`src/rtl/pow_5_pkg.sv`:
```
// Shared definitions for the pow_5 request generator: default operand width,
// auto-mode FSM state encoding and the n^5 mod 2^W reference used by the
// optional result checker (enabled by POW5_REQ_GEN_CHECK_EN).
package pow_5_pkg;

  localparam int POW5_W_DEFAULT = 8;

  typedef enum logic [1:0] {
    ST_IDLE  = 2'd0,
    ST_ISSUE = 2'd1,
    ST_WAIT  = 2'd2
  } state_t;

  // Low bits of a product depend only on low bits of the operands, so a
  // 32-bit computation masked to w bits is exact for any w <= 32.
  function automatic logic [31:0] pow5_mod(input logic [31:0] x, input int unsigned w);
    logic [31:0] p;
    logic [31:0] mask;
    p    = x * x;
    p    = p * p;
    p    = p * x;
    mask = (w >= 32) ? 32'hFFFF_FFFF : ((32'd1 << w) - 32'd1);
    return p & mask;
  endfunction

endpackage

```
`src/rtl/pow_5_req_fifo.sv`:
```
// Ordering FIFO: remembers issued operands so each response can be paired
// with the request it answers. Show-ahead read (dout is the oldest entry).
module pow_5_req_fifo #(
  parameter int W     = 8,
  parameter int DEPTH = 4
) (
  input  logic         clk,
  input  logic         rst,
  input  logic         push,
  input  logic [W-1:0] din,
  input  logic         pop,
  output logic         full,
  output logic         empty,
  output logic [W-1:0] dout
);

  localparam int AW = (DEPTH > 1) ? $clog2(DEPTH) : 1;
  localparam int CW = $clog2(DEPTH) + 1;

  logic [W-1:0]  mem_q [DEPTH];
  logic [AW-1:0] wr_q;
  logic [AW-1:0] rd_q;
  logic [CW-1:0] cnt_q;
  logic          push_ok;
  logic          pop_ok;

  function automatic logic [AW-1:0] ptr_next(input logic [AW-1:0] p);
    return (p == AW'(DEPTH - 1)) ? '0 : p + 1'b1;
  endfunction

  assign full    = (cnt_q == CW'(DEPTH));
  assign empty   = (cnt_q == '0);
  assign dout    = mem_q[rd_q];
  assign push_ok = push && !full;
  assign pop_ok  = pop && !empty;

  // Storage array; contents are meaningless until written, so no reset.
  always_ff @(posedge clk) begin
    if (push_ok) mem_q[wr_q] <= din;
  end

  // Pointers and occupancy; reset empties the FIFO.
  always_ff @(posedge clk) begin
    if (rst) begin
      wr_q  <= '0;
      rd_q  <= '0;
      cnt_q <= '0;
    end else begin
      if (push_ok) wr_q <= ptr_next(wr_q);
      if (pop_ok)  rd_q <= ptr_next(rd_q);
      if (push_ok && !pop_ok)      cnt_q <= cnt_q + 1'b1;
      else if (!push_ok && pop_ok) cnt_q <= cnt_q - 1'b1;
    end
  end

endmodule

```
`src/rtl/pow_5_req_gen.sv`:
```
// Request generator for a pow_5 responder. Manual mode issues sw on each
// synchronized key press; auto mode runs a wrapping counting sequence with
// one request in flight. Tracks outstanding requests, pairs responses with
// their operands, flags timeouts/spurious responses in err.
// Optional result checker: define POW5_REQ_GEN_CHECK_EN.
module pow_5_req_gen
  import pow_5_pkg::*;
#(
  parameter int W         = POW5_W_DEFAULT,
  parameter int MAX_OUTST = 4,
  parameter int TIMEOUT   = 15
) (
  input  logic                       clk,
  input  logic                       rst,
  input  logic                       key_req,
  input  logic                       auto_mode,
  input  logic [W-1:0]               sw,
  output logic                       n_vld,
  output logic [W-1:0]               n,
  input  logic                       res_vld,
  input  logic [W-1:0]               res,
  output logic [W-1:0]               last_n,
  output logic [W-1:0]               last_res,
  output logic [$clog2(MAX_OUTST):0] in_flight,
  output logic                       err,
  output logic                       mismatch
);

  localparam int IFW = $clog2(MAX_OUTST) + 1;
  localparam int TW  = $clog2(TIMEOUT + 1) + 1;

  logic           ks1_q, ks2_q, ks3_q;
  logic           press;
  state_t         state_q;
  logic           go_idle;
  logic           issue_man, issue_auto, issue;
  logic [W-1:0]   issue_n;
  logic [W-1:0]   seq_q;
  logic           n_vld_q;
  logic [W-1:0]   n_q;
  logic [W-1:0]   last_n_q, last_res_q;
  logic [IFW-1:0] in_flight_q, in_flight_d;
  logic [TW-1:0]  tmo_q, tmo_d;
  logic           tmo_hit;
  logic           err_q, err_d;
  logic           fifo_full, fifo_empty;
  logic [W-1:0]   fifo_dout;
  logic           res_acc, res_spur;

  // A response is only meaningful when something is outstanding.
  assign res_acc  = res_vld && !fifo_empty;
  assign res_spur = res_vld && fifo_empty;

  assign press      = ks2_q && !ks3_q;
  assign go_idle    = !auto_mode && (in_flight_q == '0);
  assign issue_man  = press && (state_q == ST_IDLE) && !auto_mode && !fifo_full;
  assign issue_auto = (state_q == ST_ISSUE) && !go_idle && !fifo_full;
  assign issue      = issue_man || issue_auto;
  assign issue_n    = issue_auto ? seq_q : sw;

  pow_5_req_fifo #(
    .W     (W),
    .DEPTH (MAX_OUTST)
  ) u_fifo (
    .clk   (clk),
    .rst   (rst),
    .push  (issue),
    .din   (issue_n),
    .pop   (res_acc),
    .full  (fifo_full),
    .empty (fifo_empty),
    .dout  (fifo_dout)
  );

  // Outstanding count and idle-timeout counter next state.
  always_comb begin
    in_flight_d = in_flight_q;
    if (issue && !res_acc)      in_flight_d = in_flight_q + 1'b1;
    else if (!issue && res_acc) in_flight_d = in_flight_q - 1'b1;

    tmo_d   = tmo_q;
    tmo_hit = 1'b0;
    if (issue || res_vld || (in_flight_q == '0)) begin
      tmo_d = '0;
    end else if (tmo_q != TW'(TIMEOUT)) begin
      tmo_d   = tmo_q + 1'b1;
      tmo_hit = (tmo_d == TW'(TIMEOUT));
    end

    err_d = err_q || tmo_hit || res_spur;
  end

  // Two-flop synchronizer plus edge-detect flop for the raw key.
  always_ff @(posedge clk) begin
    if (rst) begin
      ks1_q <= 1'b0;
      ks2_q <= 1'b0;
      ks3_q <= 1'b0;
    end else begin
      ks1_q <= key_req;
      ks2_q <= ks1_q;
      ks3_q <= ks2_q;
    end
  end

  // Auto-mode FSM; leaving to IDLE waits for all requests to drain.
  always_ff @(posedge clk) begin
    if (rst) begin
      state_q <= ST_IDLE;
    end else if (go_idle) begin
      state_q <= ST_IDLE;
    end else begin
      case (state_q)
        ST_IDLE:  if (auto_mode) state_q <= ST_ISSUE;
        ST_ISSUE: if (!fifo_full) state_q <= ST_WAIT;
        ST_WAIT:  if (res_acc && auto_mode) state_q <= ST_ISSUE;
        default:  state_q <= ST_IDLE;
      endcase
    end
  end

  // Registered request strobe, sequence counter, response capture, status.
  always_ff @(posedge clk) begin
    if (rst) begin
      n_vld_q     <= 1'b0;
      n_q         <= '0;
      seq_q       <= '0;
      last_n_q    <= '0;
      last_res_q  <= '0;
      in_flight_q <= '0;
      tmo_q       <= '0;
      err_q       <= 1'b0;
    end else begin
      n_vld_q     <= issue;
      if (issue)      n_q   <= issue_n;
      if (issue_auto) seq_q <= seq_q + 1'b1;
      if (res_acc) begin
        last_n_q   <= fifo_dout;
        last_res_q <= res;
      end
      in_flight_q <= in_flight_d;
      tmo_q       <= tmo_d;
      err_q       <= err_d;
    end
  end

`ifdef POW5_REQ_GEN_CHECK_EN
  logic mismatch_q;
  logic chk_bad;

  assign chk_bad = res_acc && (32'(res) != pow5_mod(32'(fifo_dout), W));

  // Sticky flag: a response disagreed with the locally computed n^5.
  always_ff @(posedge clk) begin
    if (rst)          mismatch_q <= 1'b0;
    else if (chk_bad) mismatch_q <= 1'b1;
  end

  assign mismatch = mismatch_q;
`else
  assign mismatch = 1'b0;
`endif

  assign n_vld     = n_vld_q;
  assign n         = n_q;
  assign last_n    = last_n_q;
  assign last_res  = last_res_q;
  assign in_flight = in_flight_q;
  assign err       = err_q;

endmodule

```
`config.mk`:
```
export PLATFORM = sky130hd
export DESIGN_NAME = pow_5_req_gen
export DESIGN_NICKNAME = d
export VERILOG_FILES = /design/src/rtl/pow_5_pkg.sv /design/src/rtl/pow_5_req_fifo.sv /design/src/rtl/pow_5_req_gen.sv
export SDC_FILE = /design/constraint.sdc
export NUM_CORES = 1
export LEC_CHECK = 0
export ABC_AREA = 1
export CAP_MARGIN = 20
export CORE_MARGIN = 5
export CORE_UTILIZATION = 50
export CTS_BUF_LIST = sky130_fd_sc_hd__clkbuf_4 sky130_fd_sc_hd__clkbuf_8
export DETAILED_ROUTE_END_ITERATION = 10
export DONT_BUFFER_PORTS = 1
export SLEW_MARGIN = 0
export SYNTH_ARGS = -nofsm -noshare
export SYNTH_HDL_FRONTEND = slang
export SYNTH_SLANG_ARGS = --single-unit
export TNS_END_PERCENT = 5
```
`constraint.sdc`:
```
create_clock -name clk -period 4.1 [get_ports clk]
set_input_delay 0.82 -clock clk [delete_from_list [all_inputs] [get_ports clk]]
set_output_delay 0.82 -clock clk [all_outputs]
set_load 0.03 [all_outputs]
```
* After elaboration in Yosys (flattened, before gate mapping)
Memory sizes are Yosys's and may differ from the RTL's. A register that Yosys moved wholly into a read port is not among the register bits.
Cells that the tools add are included.
** Word-level totals
- Bits in registers :: 46
- RAM bits :: 32
- Bits of input ports :: 21
- Output and inout bits :: 30
- Logic and storage cells :: 86
- Memories :: 1
** Memories
- u_fifo.mem_q :: depth 4, width 8, rd ports 1, clocked after Yosys merged registers in 1, wr ports 1, RTL line pow_5_req_fifo.sv:20 : logic [W-1:0] mem_q [DEPTH];
** Cells by class
- $add $sub $neg :: 8
- Equal/unequal tests :: 10
- Multiplexer cells :: 15
- Reductions and logical operators :: 38
** Operators by type and width (number)
- $logic_and A1 B1 Y1 :: 16
- $mux W3 :: 4
- $mux W2 :: 5
- $logic_not A1 Y1 :: 9
- $add A8 B1 Y8 const B :: 1
- $mux W8 :: 1
- $add A3 B1 Y3 const B :: 2
- $eq A2 B2 Y1 const B :: 3
- $logic_not A3 Y1 :: 2
- $ne A2 B2 Y1 const B :: 3
- $pmux W2 S3 :: 1
- $sub A3 B1 Y3 const B :: 2
- $add A5 B1 Y5 const B :: 1
- $eq A5 B4 Y1 const B :: 1
- $logic_or A1 B1 Y1 :: 5
- $ne A5 B4 Y1 const B :: 1
- $add A2 B1 Y2 const B :: 2
- $mux W1 :: 4
- $reduce_bool A2 Y1 :: 2
- $reduce_or A2 Y1 :: 2
- $eq A3 B3 Y1 const B :: 1
- $reduce_and A3 Y1 :: 1
- $eq A2 B1 Y1 const B :: 1
- $logic_not A2 Y1 :: 1

* Depth between registers and ports, before layout
Gate-level depths: netlist of run 1.
- Depth after elaboration :: 11
- Mapped depth :: 15
- Depth with buffers taken out :: 13

* Cells and area by module
Synthesis of run 1 repeated with hierarchy kept, for this count alone.
** Second synthesis, totals
- Cells, all modules :: 446
- Area total of the unflattened synthesis :: 3843.7 um^2
** Modules (own cells, without submodules)
- pow_5_req_gen :: times used 1, cells each 299, area an instance 2145.8 um^2, seq. area each 940.9 um^2
- pow_5_req_fifo :: times used 1, cells each 147, area an instance 1697.9 um^2, seq. area each 1141.1 um^2

* Worst setup path before layout of run 1
Ideal clock, no wire load.
- Kind :: input to register
- From :: input auto_mode
- To :: register in_flight_q[2] (netlist: in_flight[2])
- Library setup time :: 70 ps
- Arrival time :: 2309 ps
- Data required time :: 4030 ps
- Path slack :: 1721 ps
- Cell stages on the path :: 14
- Path buffers :: 2
- Cell sequence :: inv_2 -> nand3_4 -> nand3_4 -> buf_8 -> buf_8 -> nand2_1 -> ha_1 -> inv_1 -> fa_1 -> nor2_1 -> nor2_1 -> nand2_1 -> o21ai_0 -> a21oi_1
** On the way
- Cells in the longest elaborated chain, start to end :: 9
- Elaborated cells on any way between the ends :: 13
- Classes of those cells :: 1 x mux; 12 x reduce/logical
** RTL lines
- start, declared :: RTL line pow_5_req_gen.sv:16 : input logic auto_mode,
- $logic_not A1 Y1 * :: RTL line pow_5_req_gen.sv:55, pow_5_req_gen.sv:56
- $logic_and A1 B1 Y1 :: RTL line pow_5_req_gen.sv:55 : assign go_idle = !auto_mode && (in_flight_q == '0);
- $logic_not A1 Y1 :: RTL line pow_5_req_gen.sv:57 : assign issue_auto = (state_q == ST_ISSUE) && !go_idle && !fifo_full;
- $logic_and A1 B1 Y1 (2 in series) :: RTL line pow_5_req_gen.sv:57
- $logic_or A1 B1 Y1 * :: RTL line pow_5_req_gen.sv:58 : assign issue = issue_man || issue_auto;
- named net issue :: RTL line pow_5_req_gen.sv:36 : logic issue_man, issue_auto, issue;
- $logic_not A1 Y1 :: RTL line pow_5_req_gen.sv:79 : else if (!issue && res_acc) in_flight_d = in_flight_q - 1'b1;
- $logic_and A1 B1 Y1 :: RTL line pow_5_req_gen.sv:79
- $reduce_bool A2 Y1 (no source line)
- end signal, assigned :: RTL line pow_5_req_gen.sv:141 : in_flight_q <= in_flight_d;
- end, declared :: RTL line pow_5_req_gen.sv:42 : logic [IFW-1:0] in_flight_q, in_flight_d;
Mark *: on every way through the listed nets, which the timed path passes. The rest lies on a longest branch.
A chain may end at the register's enable or synchronous reset.

* Worst setup path after layout of run 1
- From :: register in_flight_q[0] (netlist: in_flight[0])
- To :: register u_fifo.cnt_q[2]
** On the way
- Cells in the longest elaborated chain, start to end :: 10
- Elaborated cells on any way between the ends :: 12
- Classes of those cells :: 1 x mux; 11 x reduce/logical
** RTL lines
- $logic_not A3 Y1 * :: RTL line pow_5_req_gen.sv:55
- $logic_and A1 B1 Y1 * :: RTL line pow_5_req_gen.sv:55
- $logic_not A1 Y1 * :: RTL line pow_5_req_gen.sv:57
- $logic_and A1 B1 Y1 * (2 in series) :: RTL line pow_5_req_gen.sv:57
- $logic_or A1 B1 Y1 * :: RTL line pow_5_req_gen.sv:58
- $logic_and A1 B1 Y1 * :: RTL line pow_5_req_fifo.sv:34 : assign push_ok = push && !full;
- named net u_fifo.push_ok :: RTL line pow_5_req_fifo.sv:24 : logic push_ok;
- $logic_not A1 Y1 :: RTL line pow_5_req_fifo.sv:52 : else if (!push_ok && pop_ok) cnt_q <= cnt_q - 1'b1;
- $logic_and A1 B1 Y1 :: RTL line pow_5_req_fifo.sv:52
- $reduce_bool A2 Y1 (no source line)
- end signal, assigned :: RTL line pow_5_req_fifo.sv:51 : if (push_ok && !pop_ok) cnt_q <= cnt_q + 1'b1;
- end signal, assigned :: RTL line pow_5_req_fifo.sv:52
- end, declared :: RTL line pow_5_req_fifo.sv:23 : logic [CW-1:0] cnt_q;
Marks and branches as above.

==> results.env, run 1 <==
MIN_PERIOD_NS=2.519
GRTUSAGETOTAL=0.1644
SYN_AREA_UM2=3746
VIAS=2584
IRDROPWORSTVDD_mV=0.2691
CLKSLEWWORSTSETUPHOLDPATHS_NS=0.08
CTS-HTREE-LEVELS=3
POSTSYNTHAREAPERCELL_UM2=8.753
POSTPLACECELLAREA_UM2=3784
POWER_DENSITY_nW_PER_UM2=643.6
SYNTH_ASYNC_SR_FLOP_SHARE=0
GRT_START_MAX_NET_PINS=29
WORSTPATHREQUIRED_NS=4.34
PATH_CLASS='flip-flop to flip-flop'
DRIVE_GT1_FRAC=0.07209
CORE.ROWCOUNT=31
WORST_MIN_DELAY_PATH_CATEGORY='flip-flop to flip-flop'
GRT_PASS1_VIAS=2451
FLOORPLAN.DIE_AREA_UM2=9323
SYNTH_CELL_TYPE_COUNT=32
TIMING_MAX_TRANSITION_VIOLATIONS_FINAL=0
BOUNDARYPINS=51
RUN_STATUS='finished, final reports clean'
SETUP_FAILING_EPS_FINAL=0
CTS_TREE='yes'
CRIT-REG2REG-CAPTURE='u_fifo.cnt_q[2]'
HOLD_WS_NS=0.4093
AVGROUTEDWIREPERCELL_UM=13.24
DRTANTENNAVIOLNETS=0
DRT_ITER0_MARKERS=72
SLEW_HEADROOM=0.4924
ROUTED_VIA_DENSITY=4.885
SYNTH.MOST_COMMON_CELL='sky130_fd_sc_hd__nor2_1'
MAXCAPVIOLATIONS=0
FINAL_CELL_AREA_UM2=3980
R2R.WORST_PATH.CELLS=11
CTSRESIZECOUNT=0
TOTAL_POWER_mW=2.561
WORST_HOLD_PATH.NUM_CELLS=2
SEQ_AREA_FRAC_SYNTH=0.5451
LEAKAGEPOWER_nW=1.649
FINISH.NET_COUNT=459
RRSETUPSLACK_NS=1.58
MIN_TO='ks2_q'
CTS_SETUP_BUFFERS=0
INITIAL_UTILIZATION=0.5137
CP-START-KIND='flip-flop'
CTS-ROOT-TO-SINK-BUFFERS=2
CORE_UM2=7292
FINALCRITPERIODSHARE=0.6144
DRC_ERRORS=0
SYNTH_NETS=462
SYNTHESIS.INSTANCES=428
DIE_HEIGHT_UM=96.56
AREA_GROWTH_PCT=6.246
CLOCK_SINKS=86
HPWL_UM=4951
SYNTH_FLOP_CELL='sky130_fd_sc_hd__dfxtp_1'
DRT_PASS1_ITERATIONS=4
NETLIST_TOP_CELLS_COUNT='87 x sky130_fd_sc_hd__nor2_1, 79 x sky130_fd_sc_hd__nand2_1, 54 x sky130_fd_sc_hd__dfxtp_1'
RSZ_0062_RAISED_AFTER_GLOBAL_ROUTING='no'
LARGEST_AREA_CONTRIBUTOR_IN_THE_SYNTHESIZED_NETLIST='sky130_fd_sc_hd__dfxtp_1'
ANTENNA_FOUND_INITIAL=0
DIE_W_UM=96.56
TIMING_WORST_SLEW_PIN_VALUE_NS=0.7587
HOLD_VIOL_FINAL=0
PLACE.PORT_BUFFERS=0
TRITONCTS.NUM_BUFFERS=9
TIMING.SETUP.TNS_NS=0
SYNTH_EDF_COUNT=32
MIN-DELAY-START='ks1_q'
FINCLKSKEW_NS=0.01278
GP_CONGESTION=0.8577
CRIT-REG2REG-LAUNCH='in_flight[0]'
FMAX_GHz=0.3970
CLK_ROOT_BUFFER_CELL='sky130_fd_sc_hd__clkbuf_8'
CP.ARRIVAL_NS=2.76
SYNTH-WARNING-COUNT=0
CLOCK_INSERTION_DELAY_WORST_SKEW_NS=0.36
CRITICAL_PATH_PEAK_FANOUT=20
SYNTH.FF_LATCH_COUNT=86
ANT_CELLS=0
NETLIST_TOP_CELLS_AREA='sky130_fd_sc_hd__dfxtp_1 29%, sky130_fd_sc_hd__edfxtp_1 26%, sky130_fd_sc_hd__nor2_1 8.7%, sky130_fd_sc_hd__nand2_1 7.9%, sky130_fd_sc_hd__o21ai_0 5.6%'
CTS_HOLD_BUF=0
CRIT_PATH_END_KIND='flip-flop'
GLOBAL_ROUTE_WIRE_LENGTH_BEFORE_REPAIR_UM=11700
SYNTH_TOP_AREA_FRAC=0.2886
GRT.OVERFLOW.TOTAL=0
FINALWIRELENGTH_UM=7006
==> logic make-up (layout without fill, tap and decap cells) <==
family                   Yosys count  after routing  synth area share
AO/OA/AOI/OAI                     73             73            0.1025
XOR/XNOR                           6              6           0.01403
adder cells (fa/ha/maj)           13             13           0.04743
buffers and inverters             55             57           0.06480
flip-flops                        86             86            0.5451
other                              1              1          0.001001
AND/OR/NAND/NOR                  194            194            0.2251
==> metal layers <==
| layer | global-route usage | part of all wire | vias to the layer above |
|---|---|---|---|
| met1 | 0.2097 | 0.46 | 1152 |
| li1 | - | - | 1382 |
| met5 | 0 | 0 | - |
| met3 | 0.04493 | 0.054 | 10 |
| met2 | 0.2661 | 0.47 | 40 |
| met4 | 0.06308 | 0.018 | 0 |
==> report_power, final <==
group          leakage [nW]  switching, mW  internal (mW)  total [mW]
Combinational         0.818          0.406          0.197       0.603
Clock                0.0989          0.307          0.283       0.589
Sequential            0.733          0.304           1.06        1.37
Total                  1.65           1.02           1.54        2.56
==> through the flow <==
step	cells	setup WS, ns	utilization
after global routing	529	1.332	0.5458
after detailed placement	513	1.492	0.5189
after global placement	513	1.540	0.5189
final	529	1.581	0.5458
after floorplan	428	1.721	-
after CTS	529	1.574	0.5458
==> cell type report <==
class | instances | area (µm²)
Clock buffer | 9 | 123.9
Clock inverter | 7 | 72.57
Fill cell | 702 | 3312
Inverter | 41 | 156.4
Multi-Input combinational cell | 287 | 1461
Sequential cell | 86 | 2042
Tap cell | 99 | 123.9
==> critical path: stages, from the launching register on <==
cell and delay [ns]:
sky130_fd_sc_hd__dfxtp_1 0.64, sky130_fd_sc_hd__nor2_4 0.09, sky130_fd_sc_hd__nand3_4 0.14, sky130_fd_sc_hd__nand3_4 0.23, sky130_fd_sc_hd__nand2_4 0.20, sky130_fd_sc_hd__ha_1 0.16, sky130_fd_sc_hd__inv_1 0.07, sky130_fd_sc_hd__fa_1 0.38
sky130_fd_sc_hd__a21oi_1 0.15, sky130_fd_sc_hd__o21ai_0 0.12, sky130_fd_sc_hd__o21ai_0 0.17, sky130_fd_sc_hd__a21oi_1 0.06
==> worst max path at each step <==
stage                       from  depth (start not counted)  slack [ns]         endpoint
finish              in_flight[0]                         11        1.58  u_fifo.cnt_q[2]
global route        in_flight[2]                         11        1.33  u_fifo.cnt_q[2]
CTS                 in_flight[0]                         11        1.57  u_fifo.cnt_q[2]
detailed placement     auto_mode                         11        1.49  u_fifo.cnt_q[2]
global placement       auto_mode                         11        1.54  u_fifo.cnt_q[2]
floorplan              auto_mode                         14        1.72     in_flight[2]
==> cell usage in the layout, fill, tap and decap left out, drive strengths merged <==
cell type  instances
nor2              92
nand2             82
dfxtp             54
o21ai             44
inv               41
edfxtp            32
a21oi             19
nand3             17
ha                11
clkbuf             9
a31oi              8
xor2               6
clkinv             6
nand4              2
fa                 2
o21bai             1
o21a               1
nor3               1
conb               1
bufinv             1
==> state kept, by name, summed over array words and instances, names as in the netlist, 2 cells and up <==
name          cells
u_fifo.mem_q     32
seq_q             8
u_fifo.rd_q       2
n                 8
in_flight         3
last_n            8
last_res          8
tmo_q             5
u_fifo.wr_q       2
u_fifo.cnt_q      3
state_q           2
Note: power is estimated with default switching activity, not from simulation.
==> inputs of run 2 (changes only) <==
==> constraint.sdc (replaced) <==
create_clock -name clk -period 2.5 [get_ports clk]
set_input_delay 0.5 -clock clk [delete_from_list [all_inputs] [get_ports clk]]
set_output_delay 0.5 -clock clk [all_outputs]
set_load 0.03 [all_outputs]
==> results.env, run 2 (synthesis results as in run 1) <==
RUN_STATUS='finished, final reports clean'
TIMING_MAX_TRANSITION_VIOLATIONS_FINAL=0
CTS_HOLD_BUF=0
CPPEAKSTAGEDELAY_NS=0.41
CORE_UM2=7292
TRITONCTS.NUM_BUFFERS=9
DIE_HEIGHT_UM=96.56
POSTPLACECELLAREA_UM2=3851
ANT_CELLS=0
CPMAXSTAGEDELAYCELL='sky130_fd_sc_hd__dfxtp_1'
WORST_HOLD_PATH.NUM_CELLS=1
FMAX_GHz=0.4814
FILLER_CELL_COUNT=686
DRC_ERRORS=0
DRT_PASS1_ITERATIONS=4
CP-START-KIND='flip-flop'
DIE_W_UM=96.56
FINALCRITPERIODSHARE=0.8310
MIN_PERIOD_NS=2.077
TIMING.SETUP.TNS_NS=0
SETUP_FAILING_EPS_FINAL=0
PLACE.PORT_BUFFERS=0
CORE.ROWCOUNT=31
CTS-HTREE-LEVELS=3
CLKSLEWWORSTSETUPHOLDPATHS_NS=0.09
ANTENNA_FOUND_INITIAL=0
CLK_ROOT_BUFFER_CELL='sky130_fd_sc_hd__clkbuf_8'
CRITICAL_PATH_PEAK_FANOUT=5
BOUNDARYPINS=51
INITIAL_UTILIZATION=0.5137
CP.ARRIVAL_NS=2.31
AREA_GROWTH_PCT=8.617
VIAS=2638
IRDROPWORSTVDD_mV=0.4591
AVGROUTEDWIREPERCELL_UM=13.31
LEAKAGEPOWER_nW=1.707
DRT_ITER0_MARKERS=91
FINCLKSKEW_NS=0.009470
POWER_DENSITY_nW_PER_UM2=1074
FINAL_CELL_AREA_UM2=4069
RSZ_0062_RAISED_AFTER_GLOBAL_ROUTING='no'
GP_CONGESTION=0.8029
TIMING_WORST_SLEW_PIN_VALUE_NS=0.6899
GRTUSAGETOTAL=0.1704
HPWL_UM=4895
CRIT_PATH_END_KIND='flip-flop'
CLOCK_SINKS=86
HOLD_VIOL_FINAL=0
WORSTPATHREQUIRED_NS=2.73
GLOBALROUTEMET1UTIL=0.2137
CRITICAL-PATH-TOP-DELAY-FAMILY='adder cells'
FINALWIRELENGTH_UM=7161
GRT.MET3_USAGE=0.04880
DRTANTENNAVIOLNETS=0
GLOBAL_ROUTE.PEAK_USAGE_LAYER='met2'
REGISTERS.TOP_BY_FF_COUNT='u_fifo.mem_q'
CTS-ROOT-TO-SINK-BUFFERS=2
ROUTED_VIA_DENSITY=4.903
TIMING.CRITICAL_PATH.BUF_INV=1
MET2_CAPACITY_USAGE_DURING_GLOBAL_ROUTING=0.2805
WORST_MIN_DELAY_PATH_CATEGORY='input pin to flip-flop'
LAYOUT_COMMON_CELLS='87 x sky130_fd_sc_hd__nor2_1, 79 x sky130_fd_sc_hd__nand2_1, 54 x sky130_fd_sc_hd__dfxtp_1'
CLOCK_INSERTION_DELAY_WORST_SKEW_NS=0.35
CTS_TREE='yes'
CTS_SETUP_BUFFERS=0
LAYOUT_COMMONEST_CELL='sky130_fd_sc_hd__nor2_1'
CRITICAL_PATH_DEPTH=11
CTSRESIZECOUNT=0
LARGEST_REG_FLOPS=32
MAXCAPVIOLATIONS=0
GRT.OVERFLOW.TOTAL=0
GLOBAL_ROUTE_WIRE_LENGTH_BEFORE_REPAIR_UM=12030
R2R.WORST_PATH.CELLS=11
PATH_CLASS='flip-flop to flip-flop'
WORSTPATHCELLLIST='nor2_2 > nand2_2 > nand3_1 > nand2_4 > ha_1 > inv_1 > fa_1 > a21oi_1 > o21ai_0 > o21ai_0 > a21oi_1'
GRT_PASS1_VIAS=2569
DRIVE_GT1_FRAC=0.09567
SLEW_HEADROOM=0.5394
FINISH.NET_COUNT=468
GRT_START_MAX_NET_PINS=29
FLOORPLAN.DIE_AREA_UM2=9323
-- run 2: changes by cell type in the layout (fill, tap and decap cells not counted), sizes merged --
cell / change
clkbuf: +1
buf: +9
bufinv: +1
clkinv: -3
clkinvlp: +1
-- run 2: where the power goes --
part	switching (mW)	internal, mW	total (mW)
Clock	0.498	0.575	1.07
Sequential	0.460	1.75	2.21
Combinational	0.723	0.367	1.09
Total	1.68	2.69	4.37
-- run 2: layer usage --
layer / share of wire / wire, µm / vias to the layer above
li1: - / - / 1398
met1: 0.46 / 3318 / 1179
met2: 0.47 / 3367 / 50
met3: 0.050 / 361 / 11
met4: 0.016 / 114 / 0
met5: 0 / 0 / -
-- run 2: cell type report --
class,instances,area [µm²],share of cell area
sequential,86,2042,0.5018
clock inverter,6,86.33,0.02122
tap,99,123.9,0.03044
clock buffer,10,131.4,0.03229
inverter,41,156.4,0.03844
multi-input combinational,287,1461,0.3592
timing repair buffer,9,67.56,0.01661
-- run 2: path summary, 6_finish.rpt --
path                         from         endpoint  slack (ns)
hold / removal                rst         seq_q[5]        0.20
setup / recovery  u_fifo.cnt_q[0]  u_fifo.cnt_q[2]        0.42
setup reg to reg  u_fifo.cnt_q[0]  u_fifo.cnt_q[2]        0.42
hold reg to reg             ks1_q            ks2_q        0.42
-- run 2: through the flow --
stage                     hold slack (ns)  cells    util  setup slack, ns  total power [mW]
after floorplan                    0.3883    428       -           0.2792             3.082
after global placement             0.3972    522  0.5281           0.4153             3.315
after detailed placement           0.4014    522  0.5281           0.3838             3.347
after CTS                          0.1939    538  0.5580           0.4280             4.416
after global routing               0.1747    538  0.5580           0.2039             4.682
final                              0.2049    538  0.5580           0.4226             4.368
==> inputs of run 3 (changes only) <==
--- a/config.mk
+++ b/config.mk
@@ -12,6 +12,7 @@
 export CTS_BUF_LIST = sky130_fd_sc_hd__clkbuf_4 sky130_fd_sc_hd__clkbuf_8
 export DETAILED_ROUTE_END_ITERATION = 10
 export DONT_BUFFER_PORTS = 1
+export PLACE_DENSITY = 0.68
 export SLEW_MARGIN = 0
 export SYNTH_ARGS = -nofsm -noshare
 export SYNTH_HDL_FRONTEND = slang
==> constraint.sdc (replaced) <==
create_clock -name clk -period 1.88 [get_ports clk]
set_input_delay 0.376 -clock clk [delete_from_list [all_inputs] [get_ports clk]]
set_output_delay 0.376 -clock clk [all_outputs]
set_load 0.03 [all_outputs]
==> results.env, run 3 (synthesis results as in run 1) <==
RUN_STATUS='finished, final reports clean'
FINCLKSKEW_NS=0.004546
PLACEMENT.SETUP.WORST_SLACK_NS=-0.1336
POWER_DENSITY_nW_PER_UM2=1401
MIN_PERIOD_NS=1.825
LARGEST_REG_FLOPS=32
PATH_CLASS='flip-flop to flip-flop'
AVGROUTEDWIREPERCELL_UM=13.46
POSTPLACECELLAREA_UM2=3930
MULTI_INPUT_COMB_AREA_UM2=1533
FINISH.NET_COUNT=477
CORE.ROWCOUNT=31
CPPEAKSTAGEDELAY_NS=0.37
CP.ARRIVAL_NS=2.08
LEAKAGEPOWER_nW=1.738
VIAS=2763
CRIT_PATH_END_KIND='flip-flop'
FMAX_GHz=0.5478
IRDROPWORSTVDD_mV=0.4962
CTS-HTREE-LEVELS=3
DRTANTENNAVIOLNETS=0
LAYOUT.AREA.SEQ_UM2=2059
MAXCAPVIOLATIONS=0
REGISTERS.TOP_BY_FF_COUNT='u_fifo.mem_q'
TIMING_MAX_TRANSITION_VIOLATIONS_FINAL=0
WORSTPATHREQUIRED_NS=2.13
SETUP_FAILING_EPS_FINAL=0
TIMING.CRITICAL_PATH.BUF_INV=2
CLOCK_SINKS=86
FINAL_CRITICAL_PATH_SETUP_SLACK_NS=0.05465
FINALWIRELENGTH_UM=7364
CLK_ROOT_BUFFER_CELL='sky130_fd_sc_hd__clkbuf_8'
HOLD_VIOL_FINAL=0
CLKSLEWWORSTSETUPHOLDPATHS_NS=0.09
INITIAL_UTILIZATION=0.5137
CTS-ROOT-TO-SINK-BUFFERS=2
PLACE.DETAILED.INSTANCES=530
ROUTED_MET2_LENGTH_UM=3486
HPWL_UM=5120
CTS_HOLD_BUF=0
CP-START-KIND='flip-flop'
DRT_ITER0_MARKERS=101
GRTUSAGETOTAL=0.1713
AREA_GROWTH_PCT=11.89
HOLD_WS_NS=0.06879
DRIVE_GT1_FRAC=0.1674
RSZ_0062_RAISED_AFTER_GLOBAL_ROUTING='yes'
CPMAXSTAGEDELAYCELL='sky130_fd_sc_hd__fa_2'
GRT_PASS1_VIAS=2640
DIE_HEIGHT_UM=96.56
CORE_UM2=7292
FINAL_CELL_AREA_UM2=4192
LAYOUT_COMMONEST_CELL='sky130_fd_sc_hd__nor2_1'
DRC_ERRORS=0
FINALCRITPERIODSHARE=0.9709
DIE_W_UM=96.56
WORSTPATHCELLLIST='inv_2 > nand2_2 > nor2_4 > nand3_4 > nand2_4 > ha_4 > inv_4 > fa_2 > a21oi_2 > o21ai_2 > o21ai_1 > a21oi_1'
TIMING.SETUP.TNS_NS=0
FLOORPLAN.DIE_AREA_UM2=9323
GP_CONGESTION=0.8145
CRITICAL_PATH_PEAK_FANOUT=3
ANT_CELLS=0
CTS_TREE='yes'
BOUNDARYPINS=51
INSTANCES_NO_FILL=547
CRITICAL-PATH-TOP-DELAY-FAMILY='adder cells'
GRT.OVERFLOW.TOTAL=0
LAYOUT_COMMON_CELLS='86 x sky130_fd_sc_hd__nor2_1, 75 x sky130_fd_sc_hd__nand2_1, 48 x sky130_fd_sc_hd__dfxtp_1'
ROUTED-WL-MET3_UM=513
CLOCK_INSERTION_DELAY_WORST_SKEW_NS=0.35
ROUTED_VIA_DENSITY=5.051
ROUTE.LAYER.MET1.WL_UM=3239
FILLER_CELL_COUNT=706
WORST_MIN_DELAY_PATH_CATEGORY='input pin to flip-flop'
PLACE.PORT_BUFFERS=0
GRT_START_MAX_NET_PINS=29
TRITONCTS.NUM_BUFFERS=9
DRT_PASS1_ITERATIONS=5
HIGHEST-SIGNAL-LAYER='met4'
ANTENNA_FOUND_INITIAL=0
GLOBAL_ROUTE_WIRE_LENGTH_BEFORE_REPAIR_UM=12120
## run 3: timing repair
action / 4_1_cts / 5_1_grt
pin swaps: 1 / 9
cloned: 0 / 0
resized for setup: 4 / 22
endpoints found under the setup margin: 2 / 3
hold endpoints to repair: 0 / 0
setup buffers: 0 / 1
## run 3: power breakdown
group | switching [mW] | leakage, nW | total [mW] | internal [mW]
sequential | 0.567 | 0.736 | 2.91 | 2.34
clock | 0.702 | 0.0881 | 1.20 | 0.498
combinational | 1.12 | 0.914 | 1.76 | 0.642
total | 2.39 | 1.74 | 5.87 | 3.48
## run 3: cell type report
| cell class | count | share of cell area |
|---|---|---|
| tap | 99 | 0.02955 |
| timing repair buffer | 18 | 0.03224 |
| clock inverter | 7 | 0.01373 |
| clock buffer | 9 | 0.02955 |
| inverter | 41 | 0.03791 |
| multi-input combinational | 287 | 0.3657 |
| sequential | 86 | 0.4913 |
## run 3: stage by stage
stage	power, mW	util
5_1_grt	6.289	0.5748
4_1_cts	5.776	0.5650
3_5_place_dp	4.573	0.5390
2_1_floorplan	4.129	-
6_report	5.871	0.5748
3_3_place_gp	4.510	0.5390
## run 3: worst paths after layout
| kind | start | end | slack, ns | cells after the start |
|---|---|---|---|---|
| max | state_q[0] | u_fifo.cnt_q[2] | 0.05 | 12 |
| min | rst | in_flight[0] | 0.07 | 1 |
| max reg2reg | state_q[0] | u_fifo.cnt_q[2] | 0.05 | 12 |
| min reg2reg | ks1_q | ks2_q | 0.41 | 2 |
## run 3: per-layer routing
layer,vias to the layer above,track usage
li1,1421,-
met1,1278,0.2061
met2,53,0.2845
met3,11,0.05112
met4,0,0.07360
met5,-,0
==> RTL edit 1: new RTL, settings of run 1 <==
Set the parameter `MAX_OUTST` to 2 (it was 4).
--- a/src/rtl/pow_5_req_gen.sv
+++ b/src/rtl/pow_5_req_gen.sv
@@ -7,7 +7,7 @@
   import pow_5_pkg::*;
 #(
   parameter int W         = POW5_W_DEFAULT,
-  parameter int MAX_OUTST = 4,
+  parameter int MAX_OUTST = 2,
   parameter int TIMEOUT   = 15
 ) (
   input  logic                       clk,
Interface: changed (resized in_flight); port bits go from 51 to 50. No check against the original RTL was run, so the function may have changed too.
==> RTL edit 1 against run 1 <==
  * Final area is 22% lower
  * Sequential cell count is 20 lower
  * Sequential power is 27% lower
  * Setup slack better by 0.24 ns
  * Power is 18% lower
  * Count of clock-buffer cells in the layout is 1 higher
  * Wire length is 24% lower
  * Synthesized area is 25% lower
  * Critical path type unchanged
==> RTL edit 1: results (changes against run 1) <==
Routing
The average routed wire per standard cell is 12.50 um (-5.6%). The number of violations reported at the end of detailed-routing iteration 0 is 100 (+39%). The final wirelength is 5300 um (-24%). The number of vias after detailed routing was 2,094 (-19%).

The total iterations of the first detailed-routing run came to 4 (unchanged).

Placement
The worst setup slack before clock tree synthesis came to 1.626 ns (+0.1338 ns). The final weighted congestion of routability-driven global placement was 0.7853 (-8.4%). The total half-perimeter wirelength after legalization and detailed placement was 3771 um (-24%). The number of placed instances with taps included is 408 (-20%).

The number of buffer cells added on primary ports is 0 (unchanged). The standard cell area after detailed placement is 2819 um^2 (-25%).

Cells and area
The net count reported at finish is 374 (-19%). The flip-flop count of the largest register, all copies and words added is 16 (-50%). Counting flops per register, the top entry is u_fifo.mem_q.

The ratio of cells with drive above 1 in the final layout is 0.09091 (+0.01882). The design area is 3088 um^2 (-22%). The layout filler cell count is 530 (-25%).

Die
The total number of placement rows came to 27 (-13%).

CTS
The clock buffer count from CTS is 9 (unchanged). The number of resized instances in the post-cts repair step was 0 (unchanged). After clock tree synthesis, the clock-pin slew on the worst setup and hold paths is 0.07 ns.

The number of H-tree branching levels is 3 (unchanged). The number of buffers on the longest clock path was 2 (unchanged). The tree is rooted in a sky130_fd_sc_hd__clkbuf_8. The clock insertion delay at the later pin of the skew report came to 0.33 ns (-0.03 ns).

The setup fix buffers added after clock tree synthesis is 0 (unchanged).

Global route
The first-pass GRT wire length was 9121 um (-22%). The maximum number of pins on one net before global-route repair came to 30 (+3.4%). The number of global-route vias before repair is 1,985 (-19%). The overall global routing resource usage is 0.1580 (-0.006418). The number of antenna violations at the first check in global routing is 0 (unchanged).

Logic synthesis
The number of nets produced by synthesis is 375 (-19%). The sequential fraction of the synthesis area came to 0.5290 (-0.01605). The number of warning messages in the yosys log is 0 (unchanged). The count of distinct cell types in the synthesized netlist was 30 (-6.3%). Ranked by instance count, the synthesized netlist is headed by 101 x sky130_fd_sc_hd__nand2_1, 54 x sky130_fd_sc_hd__nor2_1, 50 x sky130_fd_sc_hd__dfxtp_1.

The number of flops mapped to enable cells by yosys is 16 (-50%). Yosys attributes the largest share of cell area to sky130_fd_sc_hd__dfxtp_1 36%, sky130_fd_sc_hd__edfxtp_1 17%, sky130_fd_sc_hd__nand2_1 14%, sky130_fd_sc_hd__nor2_1 7.2%, sky130_fd_sc_hd__o21ai_0 4.3%. The per-instance average area after synthesis is 8.047 um^2 (-8.1%). The proportion of synthesized flip-flops having asynchronous set or reset is 0 (unchanged).

Worst setup path
The arrival time of the worst setup path is 2.25 ns (-0.51 ns). The largest fanout on the critical path is 14 (-30%).

Power
The maximum VDD drop is 0.2477 mV (-8.0%). The total leakage power is 1.304 nW (-21%).

STA
The worst-case headroom to the max-slew limit is 0.4661 (-0.02626). The setup slack after layout came to 1.821 ns (+0.2399 ns). The worst hold slack came to 0.4088 ns (-0.0004920 ns). The worst setup skew after layout is 0.008424 ns (-0.004356 ns).

Status
The run finished with clean final reports.
RTL edit 1: final cells by class:
cell class / count / area share
clock inverters: 6 / 0.04457
flip-flops and latches: 66 / 0.4797
clock buffers: 10 / 0.04254
multi-input cells: 238 / 0.3651
inverters: 32 / 0.03890
well taps: 72 / 0.02917
RTL edit 1: metal layers:
layer | track usage | wire length (um)
met3 | 0.06019 | 391
met5 | 0 | 0
met1 | 0.1881 | 2340
met2 | 0.2520 | 2535
met4 | 0.07482 | 32
RTL edit 1: kinds of logic (layout without fill, tap and decap cells):
kind of cell | Yosys count | in the layout | share of synthesized area
AND/OR/NAND/NOR | 179 | 179 | 0.2739
flip-flops | 66 | 66 | 0.5290
AO/OA/AOI/OAI | 50 | 50 | 0.09428
buffers and inverters | 44 | 48 | 0.06836
adder cells (fa/ha/maj) | 6 | 6 | 0.02681
XOR/XNOR | 2 | 2 | 0.006257
other | 1 | 1 | 0.001339
RTL edit 1: critical path, stage by stage (launching register included):
cell,delay [ns]
sky130_fd_sc_hd__dfxtp_1,0.53
sky130_fd_sc_hd__nor2_1,0.11
sky130_fd_sc_hd__nand2_1,0.16
sky130_fd_sc_hd__nand3_2,0.28
sky130_fd_sc_hd__nand2_4,0.23
sky130_fd_sc_hd__inv_2,0.09
sky130_fd_sc_hd__nor2_1,0.51
RTL edit 1: path summary, 6_finish.rpt:
check               start            endpoint  cells past startpoint
min                 ks1_q               ks2_q                      2
min reg2reg         ks1_q               ks2_q                      2
max reg2reg  in_flight[1]  u_fifo.mem_q[1][1]                      6
max          in_flight[1]  u_fifo.mem_q[1][1]                      6
RTL edit 1: power breakdown:
group / total [mW] / internal (mW) / switching, mW
registers: 1.00 / 0.790 / 0.210
clock network: 0.723 / 0.476 / 0.247
logic: 0.370 / 0.117 / 0.253
==> RTL edit 2: new RTL, settings of run 1 <==
Made on the original files. Encoding of `state_t`: now one-hot (3 bits for 3 states).
--- a/src/rtl/pow_5_pkg.sv
+++ b/src/rtl/pow_5_pkg.sv
@@ -5,10 +5,10 @@
 
   localparam int POW5_W_DEFAULT = 8;
 
-  typedef enum logic [1:0] {
-    ST_IDLE  = 2'd0,
-    ST_ISSUE = 2'd1,
-    ST_WAIT  = 2'd2
+  typedef enum logic [2:0] {
+    ST_IDLE  = 3'b001,
+    ST_ISSUE = 3'b010,
+    ST_WAIT  = 3'b100
   } state_t;
 
   // Low bits of a product depend only on low bits of the operands, so a
Behaviour: no difference found for any inputs over 10 cycles, from zero or initial values and one cycle with rst high; not proved beyond that.
==> RTL edit 2 against run 1 <==
  * Die area rose by 1.6%
  * Setup slack gained 0.039 ns
  * Final area up 2.3%
  * Power decreased by 1.6%
  * Highest routed layer unchanged
  * Wire length grew 4.8%
  * Sequential cell count increased by 1
  * Synthesized area is 1.7% higher
  * Synthesized cell count increased by 1.9%
  * Sequential share of layout area fell by 0.64 points
==> RTL edit 2: results (changes against run 1) <==
Placement
The total half-perimeter wirelength after legalization and detailed placement came to 5159 um (+4.2%). The final weighted congestion of routability-driven global placement is 0.8336 (-2.8%). The standard cell area after detailed placement is 3844 um^2 (+1.6%).

Cells and area
The number of diodes is 0 (unchanged). The net count reported at finish was 464 (+1.1%). The ratio of cells with drive above 1 in the final layout is 0.08276 (+0.01067).

The flip-flop count of the largest register, all copies and words added came to 32 (unchanged). The register bank with the most flops is u_fifo.mem_q. The layout filler cell count is 668 (-4.8%).

Logic synthesis
In the synthesized netlist the dominant register cell turns out to be sky130_fd_sc_hd__dfxtp_1. The number of nets produced by synthesis is 470 (+1.7%). The sequential fraction of the synthesis area is 0.5410 (-0.004053).

By count the netlist is led by 81 x sky130_fd_sc_hd__nor2_1, 78 x sky130_fd_sc_hd__nand2_1, 55 x sky130_fd_sc_hd__dfxtp_1. Ranked by total cell area, the synthesized netlist is headed by sky130_fd_sc_hd__dfxtp_1 29%, sky130_fd_sc_hd__edfxtp_1 25%, sky130_fd_sc_hd__nor2_1 8.0%, sky130_fd_sc_hd__nand2_1 7.7%, sky130_fd_sc_hd__o21ai_0 5.8%. The proportion of synthesized flip-flops having asynchronous set or reset is 0 (unchanged). The number of flops mapped to enable cells by yosys was 32 (unchanged). The count of distinct cell types in the synthesized netlist was 33 (+3.1%).

Power
The maximum VDD drop came to 0.2699 mV (+0.30%). The total leakage power came to 1.629 nW (-1.3%).

Routing
The number of violations reported at the end of detailed-routing iteration 0 is 73 (+1.4%). The average routed wire per standard cell came to 13.75 um (+3.8%). The number of vias after detailed routing is 2,655 (+2.7%).

The total iterations of the first detailed-routing run is 4 (unchanged).

Worst hold path
The endpoint of the worst hold-timing path is ks2_q. The min-delay analysis places its worst path in the category reg -> reg. The source of the worst hold timing path is ks1_q.

The count of cells along the worst hold path is 2 (unchanged).

Worst setup path
The arrival time of the worst setup path is 2.72 ns (-0.04 ns). For this design, the slowest cell found on the critical path is sky130_fd_sc_hd__dfxtp_1. The setup slack on the worst flop-to-flop path is 1.62 ns (+0.04 ns). The largest fanout on the critical path was 16 (-20%). The largest delay contributor family on the critical path is flip-flops. The startpoint identified for the worst register-to-register timing path is in_flight[0]. In this design, the stage delay of the slowest critical-path cell is 0.65 ns.

Global route
The maximum number of pins on one net before global-route repair was 31 (+6.9%). The first-pass GRT wire length came to 12,210 um (+4.4%). The number of global-route vias before repair is 2,516 (+2.7%). The number of antenna violations at the first check in global routing is 0 (unchanged). The overall global routing resource usage came to 0.1609 (-0.003565).

Status
The run finished with clean final reports.

CTS
The number of H-tree branching levels is 3 (unchanged). The number of buffers on the longest clock path is 2 (unchanged). The tree is rooted in a sky130_fd_sc_hd__clkbuf_8. The clock buffer count from CTS was 9 (unchanged). The number of resized instances in the post-cts repair step is 0 (unchanged).

STA
The worst-case headroom to the max-slew limit is 0.4307 (-0.06163). The worst setup skew after layout is 0.01027 ns (-0.002506 ns).
## RTL edit 2: worst max-delay path by stage
stage,startpoint,endpoint,slack (ns),cells after the start
2_1_floorplan,auto_mode,in_flight[2],1.76,13
3_3_place_gp,auto_mode,u_fifo.cnt_q[2],1.58,11
3_5_place_dp,auto_mode,u_fifo.cnt_q[2],1.53,11
4_1_cts,in_flight[0],u_fifo.cnt_q[2],1.63,11
5_1_grt,state_q[0],u_fifo.cnt_q[2],1.35,12
6_report,in_flight[0],u_fifo.cnt_q[2],1.62,11
## RTL edit 2: kinds of logic after synthesis
kind of cell / count (synthesis) / synth area share
and+or+nand+nor: 197 / 0.2347
DFF: 87 / 0.5410
adders and majority gates: 13 / 0.04662
AOI/OAI and AO/OA: 76 / 0.1024
other: 1 / 0.0009840
xor gates and xnor gates: 4 / 0.009194
buffers and inverters: 58 / 0.06500
## RTL edit 2: cell type report
type | count | area (um^2) | share of cell area
Sequential cell | 87 | 2062 | 0.5066
Tap cell | 99 | 123.9 | 0.03043
Inverter | 41 | 156.4 | 0.03843
Clock inverter | 7 | 102.6 | 0.02521
Multi-Input combinational cell | 291 | 1501 | 0.3689
Clock buffer | 9 | 123.9 | 0.03043
## RTL edit 2: metal layers
metal	wire, um	track usage	vias up
met4	95	0.06816	0
met1	3275	0.1943	1193
li1	-	-	1415
met2	3650	0.2675	39
met5	0	0	-
met3	319	0.04738	8
## RTL edit 2: per-stage QoR
step	hold slack (ns)	setup slack [ns]	std cells	power, mW
floorplan	0.3883	1.757	436	1.771
global placement	0.4044	1.582	518	1.865
detailed placement	0.4047	1.527	518	1.879
CTS	0.4185	1.626	534	2.554
global route	0.4308	1.354	534	2.699
finish	0.4188	1.620	534	2.520
## RTL edit 2: power breakdown
group	switching, mW	total, mW	internal (mW)
Clock	0.322	0.672	0.349
Combinational	0.356	0.535	0.180
Sequential	0.283	1.31	1.03
## RTL edit 2: worst register-to-register path: cells and delay by family (launching register included)
family                   cells  cell delay [ns]
adder cells (fa/ha/maj)      2             0.53
AO/OA/AOI/OAI                4             0.49
AND/OR/NAND/NOR              4             0.65
buffers and inverters        1             0.07
flip-flops                   1             0.65
